--- config.mk ---
export PLATFORM = sky130hd
export DESIGN_NAME = bf_fetch_decode_flat
export DESIGN_NICKNAME = d
export VERILOG_FILES = /design/src/rtl/bf_fetch_decode_if.sv /design/src/rtl/bf_fetch_decode.sv /design/src/flat_wrapper.sv
export SDC_FILE = /design/constraint.sdc
export NUM_CORES = 1
export LEC_CHECK = 0
export ABC_AREA = 1
export CAP_MARGIN = 20
export CORE_MARGIN = 2
export CORE_UTILIZATION = 35
export CTS_CLUSTER_DIAMETER = 200
export DETAILED_ROUTE_END_ITERATION = 10
export PLACE_DENSITY_LB_ADDON = 0.2
export SLEW_MARGIN = 20
export SYNTH_ARGS = -nofsm -noshare
export SYNTH_HDL_FRONTEND = slang
export SYNTH_SLANG_ARGS = --single-unit
--- constraint.sdc ---
create_clock -name clk -period 2.45 [get_ports clk]
set_clock_uncertainty 0.15 [all_clocks]
set_input_delay 0.49 -clock clk [delete_from_list [all_inputs] [get_ports clk]]
set_output_delay 0.49 -clock clk [all_outputs]
set_load 0.02 [all_outputs]
--- src/rtl/bf_fetch_decode_if.sv ---
// Fetch/decode bundle: the program ROM port plus the opcode handshake towards control.
// The master side is the fetch/decode stage; the slave side is the ROM and control.
interface bf_fetch_decode_if #(
    parameter int ADDR_W = 8
);
    logic [ADDR_W-1:0] prog_addr;
    logic [7:0]        prog_data;
    logic              cmd_valid;
    logic              cmd_ready;
    logic              pc_dir;
    logic [2:0]        cmd;

    modport master (
        output prog_addr,
        output cmd_valid,
        output cmd,
        input  prog_data,
        input  cmd_ready,
        input  pc_dir
    );

    modport slave (
        input  prog_addr,
        input  cmd_valid,
        input  cmd,
        output prog_data,
        output cmd_ready,
        output pc_dir
    );
endinterface

--- src/rtl/bf_fetch_decode.sv ---
// BF instruction fetch/decode: owns the PC, reads the ASCII program ROM, skips
// non-command bytes and offers 3-bit opcodes to the control FSM over valid/ready.
module bf_fetch_decode #(
    parameter int ADDR_W     = 8,
    parameter int PROG_DEPTH = 256
) (
    input  logic              clk,
    input  logic              resetn,
    input  logic              start,
    bf_fetch_decode_if.master bus,
    output logic [ADDR_W-1:0] pc,
    output logic              halted,
    output logic              pc_err
);

    typedef enum logic [2:0] {
        S_IDLE,
        S_FETCH,
        S_DECODE,
        S_VALID,
        S_HALT
    } state_t;

    localparam logic [ADDR_W-1:0] LAST_ADDR = ADDR_W'(PROG_DEPTH - 1);

    state_t            state_q, state_d;
    logic [ADDR_W-1:0] pc_q, pc_d;
    logic [2:0]        cmd_q, cmd_d;
    logic              dir_q, dir_d;
    logic              halted_q, halted_d;
    logic              err_q, err_d;

    logic              is_cmd;
    logic [2:0]        dec_op;
    logic              step_dir;
    logic              step_oob;
    logic [ADDR_W-1:0] step_pc;

    always_comb begin
        is_cmd = 1'b1;
        dec_op = 3'd0;
        case (bus.prog_data)
            8'h3C:   dec_op = 3'd0;
            8'h3E:   dec_op = 3'd1;
            8'h2B:   dec_op = 3'd2;
            8'h2D:   dec_op = 3'd3;
            8'h5B:   dec_op = 3'd4;
            8'h5D:   dec_op = 3'd5;
            8'h2E:   dec_op = 3'd6;
            8'h2C:   dec_op = 3'd7;
            default: is_cmd = 1'b0;
        endcase
    end

    // Accepts step in the direction control gives now; skips reuse the last accepted one.
    assign step_dir = (state_q == S_VALID) ? bus.pc_dir : dir_q;
    assign step_oob = step_dir ? (pc_q == '0) : (pc_q == LAST_ADDR);
    assign step_pc  = step_dir ? (pc_q - ADDR_W'(1)) : (pc_q + ADDR_W'(1));

    always_comb begin
        state_d  = state_q;
        pc_d     = pc_q;
        cmd_d    = cmd_q;
        dir_d    = dir_q;
        halted_d = halted_q;
        err_d    = err_q;
        case (state_q)
            S_IDLE: begin
                if (start) begin
                    pc_d    = '0;
                    state_d = S_FETCH;
                end
            end
            S_FETCH: state_d = S_DECODE;
            S_DECODE: begin
                if (is_cmd) begin
                    cmd_d   = dec_op;
                    state_d = S_VALID;
                end else if (bus.prog_data == 8'h00) begin
                    halted_d = 1'b1;
                    err_d    = 1'b0;
                    state_d  = S_HALT;
                end else if (step_oob) begin
                    halted_d = 1'b1;
                    err_d    = 1'b1;
                    state_d  = S_HALT;
                end else begin
                    pc_d    = step_pc;
                    state_d = S_FETCH;
                end
            end
            S_VALID: begin
                if (bus.cmd_ready) begin
                    dir_d = bus.pc_dir;
                    if (step_oob) begin
                        halted_d = 1'b1;
                        err_d    = 1'b1;
                        state_d  = S_HALT;
                    end else begin
                        pc_d    = step_pc;
                        state_d = S_FETCH;
                    end
                end
            end
            S_HALT: begin
                if (start) begin
                    halted_d = 1'b0;
                    err_d    = 1'b0;
                    pc_d     = '0;
                    state_d  = S_FETCH;
                end
            end
            default: state_d = S_IDLE;
        endcase
    end

    always_ff @(posedge clk or negedge resetn) begin
        if (!resetn) begin
            state_q  <= S_IDLE;
            pc_q     <= '0;
            cmd_q    <= 3'd0;
            dir_q    <= 1'b0;
            halted_q <= 1'b0;
            err_q    <= 1'b0;
        end else begin
            state_q  <= state_d;
            pc_q     <= pc_d;
            cmd_q    <= cmd_d;
            dir_q    <= dir_d;
            halted_q <= halted_d;
            err_q    <= err_d;
        end
    end

    // The ROM address is the PC register itself, so it is registered and always equal to pc.
    assign bus.prog_addr = pc_q;
    assign bus.cmd_valid = (state_q == S_VALID);
    assign bus.cmd       = cmd_q;
    assign pc            = pc_q;
    assign halted        = halted_q;
    assign pc_err        = err_q;

endmodule

--- src/flat_wrapper.sv ---
// flat-port wrapper written by rule: the top's interface ports become plain ports
module bf_fetch_decode_flat 
#(
    parameter int ADDR_W     = 8,
    parameter int PROG_DEPTH = 256
)
  (clk, resetn, start, pc, halted, pc_err, bus_prog_addr, bus_cmd_valid, bus_cmd, bus_prog_data, bus_cmd_ready, bus_pc_dir);
  bf_fetch_decode_if #(.ADDR_W(ADDR_W)) bus_i ();
  input  logic clk;
  input  logic resetn;
  input  logic start;
  output logic [ADDR_W-1:0] pc;
  output logic halted;
  output logic pc_err;
  output wire logic [$bits(bus_i.prog_addr)-1:0] bus_prog_addr;
  output wire logic [$bits(bus_i.cmd_valid)-1:0] bus_cmd_valid;
  output wire logic [$bits(bus_i.cmd)-1:0] bus_cmd;
  input wire logic [$bits(bus_i.prog_data)-1:0] bus_prog_data;
  input wire logic [$bits(bus_i.cmd_ready)-1:0] bus_cmd_ready;
  input wire logic [$bits(bus_i.pc_dir)-1:0] bus_pc_dir;
  assign bus_prog_addr = bus_i.prog_addr;
  assign bus_cmd_valid = bus_i.cmd_valid;
  assign bus_cmd = bus_i.cmd;
  assign bus_i.prog_data = bus_prog_data;
  assign bus_i.cmd_ready = bus_cmd_ready;
  assign bus_i.pc_dir = bus_pc_dir;
  bf_fetch_decode #(.ADDR_W(ADDR_W), .PROG_DEPTH(PROG_DEPTH)) u_core (.clk(clk), .resetn(resetn), .start(start), .bus(bus_i), .pc(pc), .halted(halted), .pc_err(pc_err));
endmodule
==> results by group, run 1 <==
Placement
  • Port Buffer Count: 34
  • Dpl cells: 352
  • Cell Area, Placed: around 2000 um2
  • Placer Congestion: roughly 0.86
  • Detailed Place HPWL: about 3200 um

Power and ir drop
  • Worst vdd ir: around 0.53 mV
  • Internal: 0.00131 W
  • P_leak: 1.10 nW
  • Pwr/cell area: around 1300 nW/um2
  • Comb pwr share: a little under three quarters
  • Switching pwr: roughly 0.0013 W
  • Clock share of power: between 8 and 9%
  • Register share of total power: between 20 and 25%
  • Total Power: 0.00265 W
  • Sw Ratio: 50.4%

Drt
  • Vias per Instance: 4.83
  • Number of DRC markers in iteration 0: 87
  • Vias: approximately 1,700
  • DRC errors left: 0
  • First drt pass iteration count: 4
  • Routed WL: 3990 um
  • Number of nets with antenna violations after routing: 0
  • Wire per inst: 11.1 um

Run status
  • Outcome: finished, final reports clean

Cells and area
  • Most frequent cells in the layout: 99 x nand2_1, 40 x nor2_1, 34 x clkdlybuf4s50_1
  • Ant diodes: 0
  • Post-route insts no fill: 358
  • Layout cell share with drive strength beyond 1: between 10% and 20%
  • # nets final: ~330
  • Most common cell after layout, fill and taps aside: nand2_1
  • Cell area after layout: 2110 um2
  • Layout area overhead: 30.7%

Global route
  • Initial antenna violation count: 0
  • Largest net degree at the start of global routing: 18
  • Vias in the first global route: about 1,500
  • First-pass GRT wire length: between 6000 and 7000 um
  • GRT Total Usage: approximately 16%
  • GRT Residual Overflow: 0

CTS
  • H-tree depth: 1
  • CTS tree: done
  • Clock Latency Late Sink: about 0.26 ns
  • CTS Buf Count: 3
  • Clock transition at the registers of the reported paths: approximately 0.080 ns
  • CTS root buf: clkbuf_8
  • Clk sink count: 17
  • CTS Buffer Depth: 2

Setup path
  • CP Launch Type: primary input
  • CP arrival: around 2.4 ns
  • CP max stage delay: between 0.4 and 0.5 ns
  • Critical path data required time: 2.50 ns
  • Crit end category: flop
  • Critical path's most frequent cell: nand2_1
  • Crit path cell chain: clkdlybuf4s50_1, nand4_1, nand2_4, buf_4, ha_1, nand2_1, nand2_1, o21bai_1, nand2_1, nand2_1, nor2_1, nand4_1, nand2_1
  • Critical path class: in2reg
  • Maximum fanout along the worst path: 7
  • CP max-delay cell: clkdlybuf4s50_1

Synthesis
  • Area contributors post-synth: dfrtp_1 26%, nand2_1 23%, nor2_1 9.3%
  • Post-synthesis cell type count: 29
  • Mapped Cells: 264
  • Post-Synthesis Net Count: around 280
  • Synth area leader: dfrtp_1
  • Top cell type's share of synthesized area: around a quarter
  • Register area share after synthesis: between 20% and 30%
  • Syn_area_per_cell: slightly above 6 um2
  • Synth warnings: 0
  • Synth Register Bits: 17
  • Mapped Area: approximately 1600 um2

Floorplan
  • Die area: 5180 um2
  • Die X: around 72 um
  • Die height: 72.0 um
  • Rows: 24
  • I/O pin total: 35
  • Initial cell density of the core: about 37%
  • Core area: approximately 4400 um2

Timing
  • Final Cycle Share: between 90% and 100%
  • Final hold vios: 0
  • Max-slew violations: 0
  • Slew HR: between 70% and 80%
  • Crit path time final: between 2 and 2.5 ns
  • Worst-margin pin slew: between 0.3 and 0.4 ns
  • Setup violations, final: 0
  • F_max: between 400 and 500 MHz

Hold path
  • Worst min-delay path class: reg2reg

Flow run
  • Maxcap violations: 0
-- layout make-up --
cell class	instances	area (um2)
sequential	17	425
clock inverter	1	5.00
fill	490	2300
tap	52	65.1
multi-input combinational	206	1010
clock buffer	3	41.3
timing repair buffer	47	438
inverter	32	123
-- critical path, delay by kind of cell --
| family | cells | cell delay, ns |
|---|---|---|
| AND/OR/NAND/NOR | 9 | 0.84 |
| adder cells (fa/ha/maj) | 1 | 0.26 |
| AO/OA/AOI/OAI | 1 | 0.17 |
| buffers and inverters | 2 | 0.60 |
-- synthesized netlist by cell type --
cell,number
a21boi_0,1
a21oi_1,7
a221oi_1,1
a31oi_1,2
buf_4,8
buf_6,1
dfrtp_1,17
fa_1,1
ha_1,6
inv_1,29
inv_2,2
inv_4,1
nand2_1,99
nand2_2,8
nand2_4,1
nand3_1,10
nand3_2,1
nand3_4,1
nand3b_1,1
nand4_1,10
nor2_1,40
nor2_2,3
nor2_4,1
nor3_1,1
o21ai_0,5
o21ai_1,3
o21bai_1,2
xnor2_1,1
xor2_1,1
-- sequential cells by signal, summed over array words and instances, names as in the netlist --
signal and flops:
u_core.state_q 3, u_core.bus.prog_addr 8, u_core.dir_q 1, u_core.bus.cmd 3, u_core.pc_err 1, u_core.halted 1
-- power groups by stage --
stage          combinational, W  clock, W  sequential [W]
3_3_place_gp            0.00181         0        0.000538
2_1_floorplan           0.00122         0        0.000575
3_5_place_dp            0.00183         0        0.000543
4_1_cts                 0.00184  0.000227        0.000538
5_1_grt                 0.00211  0.000242        0.000559
6_report                0.00189  0.000220        0.000538
-- metal layers --
metal	vias to the layer above	routed length [um]	global-route usage, %
li1	912	-	-
met1	778	1950	21.9
met2	38	1870	27.2
met3	2	153	3.33
met4	0	12	1.89
met5	-	0	0
-- kinds of logic after synthesis --
kind of cell	Yosys count	synth area share, %
AO/OA/AOI/OAI	21	7.35
XOR/XNOR	2	1.08
adder cells (fa/ha/maj)	7	5.88
buffers and inverters	41	12.0
flip-flops	17	26.3
AND/OR/NAND/NOR	176	47.4
-- metrics by stage --
step / utilization, % / hold WS (ns) / setup WS, ns / TNS, ns
after floorplan: - / 0.0444 / 0.286 / 0
after global placement: 46.1 / 0.339 / -0.103 / -0.161
after detailed placement: 46.1 / 0.342 / -0.165 / -0.325
after CTS: 47.1 / 0.362 / 0.111 / 0
after global routing: 47.8 / 0.390 / -0.0185 / -0.0370
final: 47.8 / 0.355 / 0.129 / 0
-- final timing paths --
check	start	end	slack [ns]	cells after the start
setup / recovery	bus_pc_dir	u_core.bus.prog_addr[4]	0.13	13
hold / removal	u_core.bus.cmd[1]	u_core.bus.cmd[1]	0.35	2
setup reg to reg	u_core.state_q[2]	u_core.bus.prog_addr[4]	0.18	14
hold reg to reg	u_core.bus.cmd[1]	u_core.bus.cmd[1]	0.35	2
max in group asynchronous	resetn	u_core.bus.cmd[1]	1.55	2
min in group asynchronous	resetn	u_core.dir_q	0.40	2
-- what timing repair did --
| action | CTS | global route |
|---|---|---|
| endpoints found under the setup margin | 0 | 1 |
| setup buffers | 0 | 2 |
| resized for setup | 0 | 2 |
| hold buffers | 0 | 0 |
No activity file was read; power rests on OpenSTA's default activity.
==> run 2, diff against run 1 <==
--- a/config.mk
+++ b/config.mk
@@ -9,4 +9,6 @@
 export CAP_MARGIN = 20
+export CELL_PAD_IN_SITES_DETAIL_PLACEMENT = 0
+export CELL_PAD_IN_SITES_GLOBAL_PLACEMENT = 2
 export CORE_MARGIN = 2
-export CORE_UTILIZATION = 35
+export CORE_UTILIZATION = 26
 export CTS_CLUSTER_DIAMETER = 200
--- a/constraint.sdc
+++ b/constraint.sdc
@@ -4,2 +4,2 @@
 set_output_delay 0.49 -clock clk [all_outputs]
-set_load 0.02 [all_outputs]
+set_load 0.005 [all_outputs]
==> run 2 against run 1 <==
Effect of this change:
- final area grew 2.8%
- total power shrank 3.4%
- first-iteration DRC count fell by 32%
- via count decreased by 3.8%
- critical path type unchanged
==> results by group, run 2 (same netlist as run 1, synthesis figures left out) <==
Setup path
  • CP max stage delay: roughly 0.48 ns
  • Crit path depth: 12
  • Maximum fanout along the worst path: 7
  • CP Launch Type: primary input
  • Crit end category: flop
  • Critical path's most frequent cell: nand2_1
  • Reg2reg path depth: 11
  • Crit path from: bus_pc_dir
  • Crit path cell chain: clkdlybuf4s50_1, nand4_1, nand2_4, ha_1, nand2_1, nand2_1, o21bai_1, nand2_1, nand2_1, nor2_1, nand4_1, nand2_1
  • CP max-delay cell: clkdlybuf4s50_1
  • Critical path class: in2reg
  • CP arrival: around 2.3 ns
  • Reg-to-reg critical path startpoint: u_core.state_q[2]
  • Critical path data required time: 2.50 ns
  • Largest delay contributor family on the critical path: simple AND/OR/NAND/NOR gates
  • Crit path buffers/inverters: 1

Cells and area
  • Most common cell after layout, fill and taps aside: nand2_1
  • Final Util: 36.4%
  • Ant diodes: 0
  • Post-route insts no fill: about 380
  • Cell area after layout: about 2200 um2
  • # nets final: between 300 and 400
  • Fillers: approximately 680
  • Layout cell share with drive strength beyond 1: around 14%
  • Layout area overhead: 34.3%
  • Largest register FFs: 8
  • Most frequent cells in the layout: 99 x nand2_1, 40 x nor2_1, 34 x clkdlybuf4s50_1

Timing
  • Setup violations, final: 0
  • Max-slew violations: 0
  • Crit path time final: between 2 and 2.5 ns
  • F_max: around 440 MHz
  • RSZ-0062 raised after global routing: false
  • Final hold vios: 0
  • Slew HR: approximately three quarters
  • Worst-margin pin slew: about 0.37 ns
  • Setup total negative slack: 0 ns
  • Final Cycle Share: approximately 93%

CTS
  • Hold Buf Count CTS: 0
  • Clock transition at the registers of the reported paths: 0.07 ns
  • H-tree depth: 1
  • Clock Latency Late Sink: 0.25 ns
  • CTS tree: done
  • CTS root buf: clkbuf_8
  • CTS Buf Count: 3
  • CTS Buffer Depth: 2
  • Clk sink count: 17

Drt
  • Number of DRC markers in iteration 0: 59
  • Number of nets with antenna violations after routing: 0
  • Vias: around 1,700
  • DR WL met2: roughly 1800 um
  • DRC errors left: 0
  • Top Layer Used: met4
  • Routed WL: between 4000 and 5000 um
  • Met1 WL: approximately 2400 um
  • Met3 wire length: ~160 um
  • Wire per inst: approximately 12 um
  • First drt pass iteration count: 4
  • Vias per Instance: approximately 4.3

Placement
  • Placer Congestion: slightly below 0.8
  • Cell Area, Placed: 2090 um2
  • Port Buffer Count: 34
  • Detailed Place HPWL: about 3600 um
  • Dpl cells: about 380

Global route
  • Vias in the first global route: 1,616
  • GRT Total Usage: about 14%
  • Initial antenna violation count: 0
  • Largest net degree at the start of global routing: 18
  • GRT Residual Overflow: 0
  • First-pass GRT wire length: slightly below 8000 um

Power and ir drop
  • Pwr/cell area: approximately 1200 nW/um2
  • P_leak: 1.12 nW
  • Worst vdd ir: 0.446 mV

Floorplan
  • Die height: between 80 and 90 um
  • Die area: 6860 um2
  • I/O pin total: 35
  • Initial cell density of the core: between 20% and 30%
  • Die X: 82.9 um
  • Core area: ~6000 um2
  • Rows: 28

Run status
  • Outcome: finished, final reports clean

Hold path
  • Hold Path Depth: 2
  • Worst min-delay path class: reg2reg
  • Hold_sp: u_core.bus.cmd[1]

Flow run
  • Maxcap violations: 0
-- run 2: cell count changes in the layout (fill, tap and decap cells not counted), sizes merged --
cell / change
buf: +3
-- run 2: metrics by stage --
| stage | hold slack (ns) | setup WS (ns) | power (W) |
|---|---|---|---|
| after floorplan | 0.0444 | 0.287 | 0.00165 |
| after global placement | 0.321 | -0.127 | 0.00229 |
| after detailed placement | 0.328 | -0.160 | 0.00229 |
| after CTS | 0.347 | 0.109 | 0.00252 |
| after global routing | 0.378 | 0.0225 | 0.00286 |
| final | 0.340 | 0.172 | 0.00256 |
-- run 2: repair_timing --
item                                    4_1_cts  5_1_grt
buffers inserted                              0        1
endpoints found under the setup margin        0        4
resized for setup                             0        5
-- run 2: layout make-up --
cell class | count | area (um2) | area share (%)
Multi-Input combinational cell | 206 | 1020 | 47.1
Timing Repair Buffer | 50 | 460 | 21.2
Sequential cell | 17 | 425 | 19.6
Inverter | 32 | 123 | 5.65
Tap cell | 75 | 93.8 | 4.32
Clock buffer | 3 | 41.3 | 1.90
Clock inverter | 1 | 5.00 | 0.231
-- run 2: power by group --
| group | switching (W) | internal [W] |
|---|---|---|
| sequential | 0.000146 | 0.000378 |
| combinational | 0.000966 | 0.000844 |
| clock | 0.000110 | 0.000113 |
-- run 2: worst register-to-register path: cells and delay by family (launching register included) --
kind / cells / cell delay, ns
simple gates: 7 / 0.65
fa+ha+maj: 1 / 0.44
buf+inv: 2 / 0.27
compound gates: 1 / 0.20
flops: 1 / 0.42
-- run 2: worst paths after layout --
path / slack [ns] / end
max: 0.17 / u_core.bus.prog_addr[4]
min: 0.34 / u_core.bus.cmd[1]
max reg2reg: 0.27 / u_core.bus.prog_addr[4]
min reg2reg: 0.34 / u_core.bus.cmd[1]
max in group asynchronous: 1.54 / u_core.state_q[1]
min in group asynchronous: 0.41 / u_core.bus.prog_addr[6]
-- run 2: metal layers --
layer / global-route usage (%) / vias up
met5: 0 / -
met4: 2.53 / 0
met1: 20.0 / 716
met2: 20.5 / 32
li1: - / 913
met3: 2.98 / 4
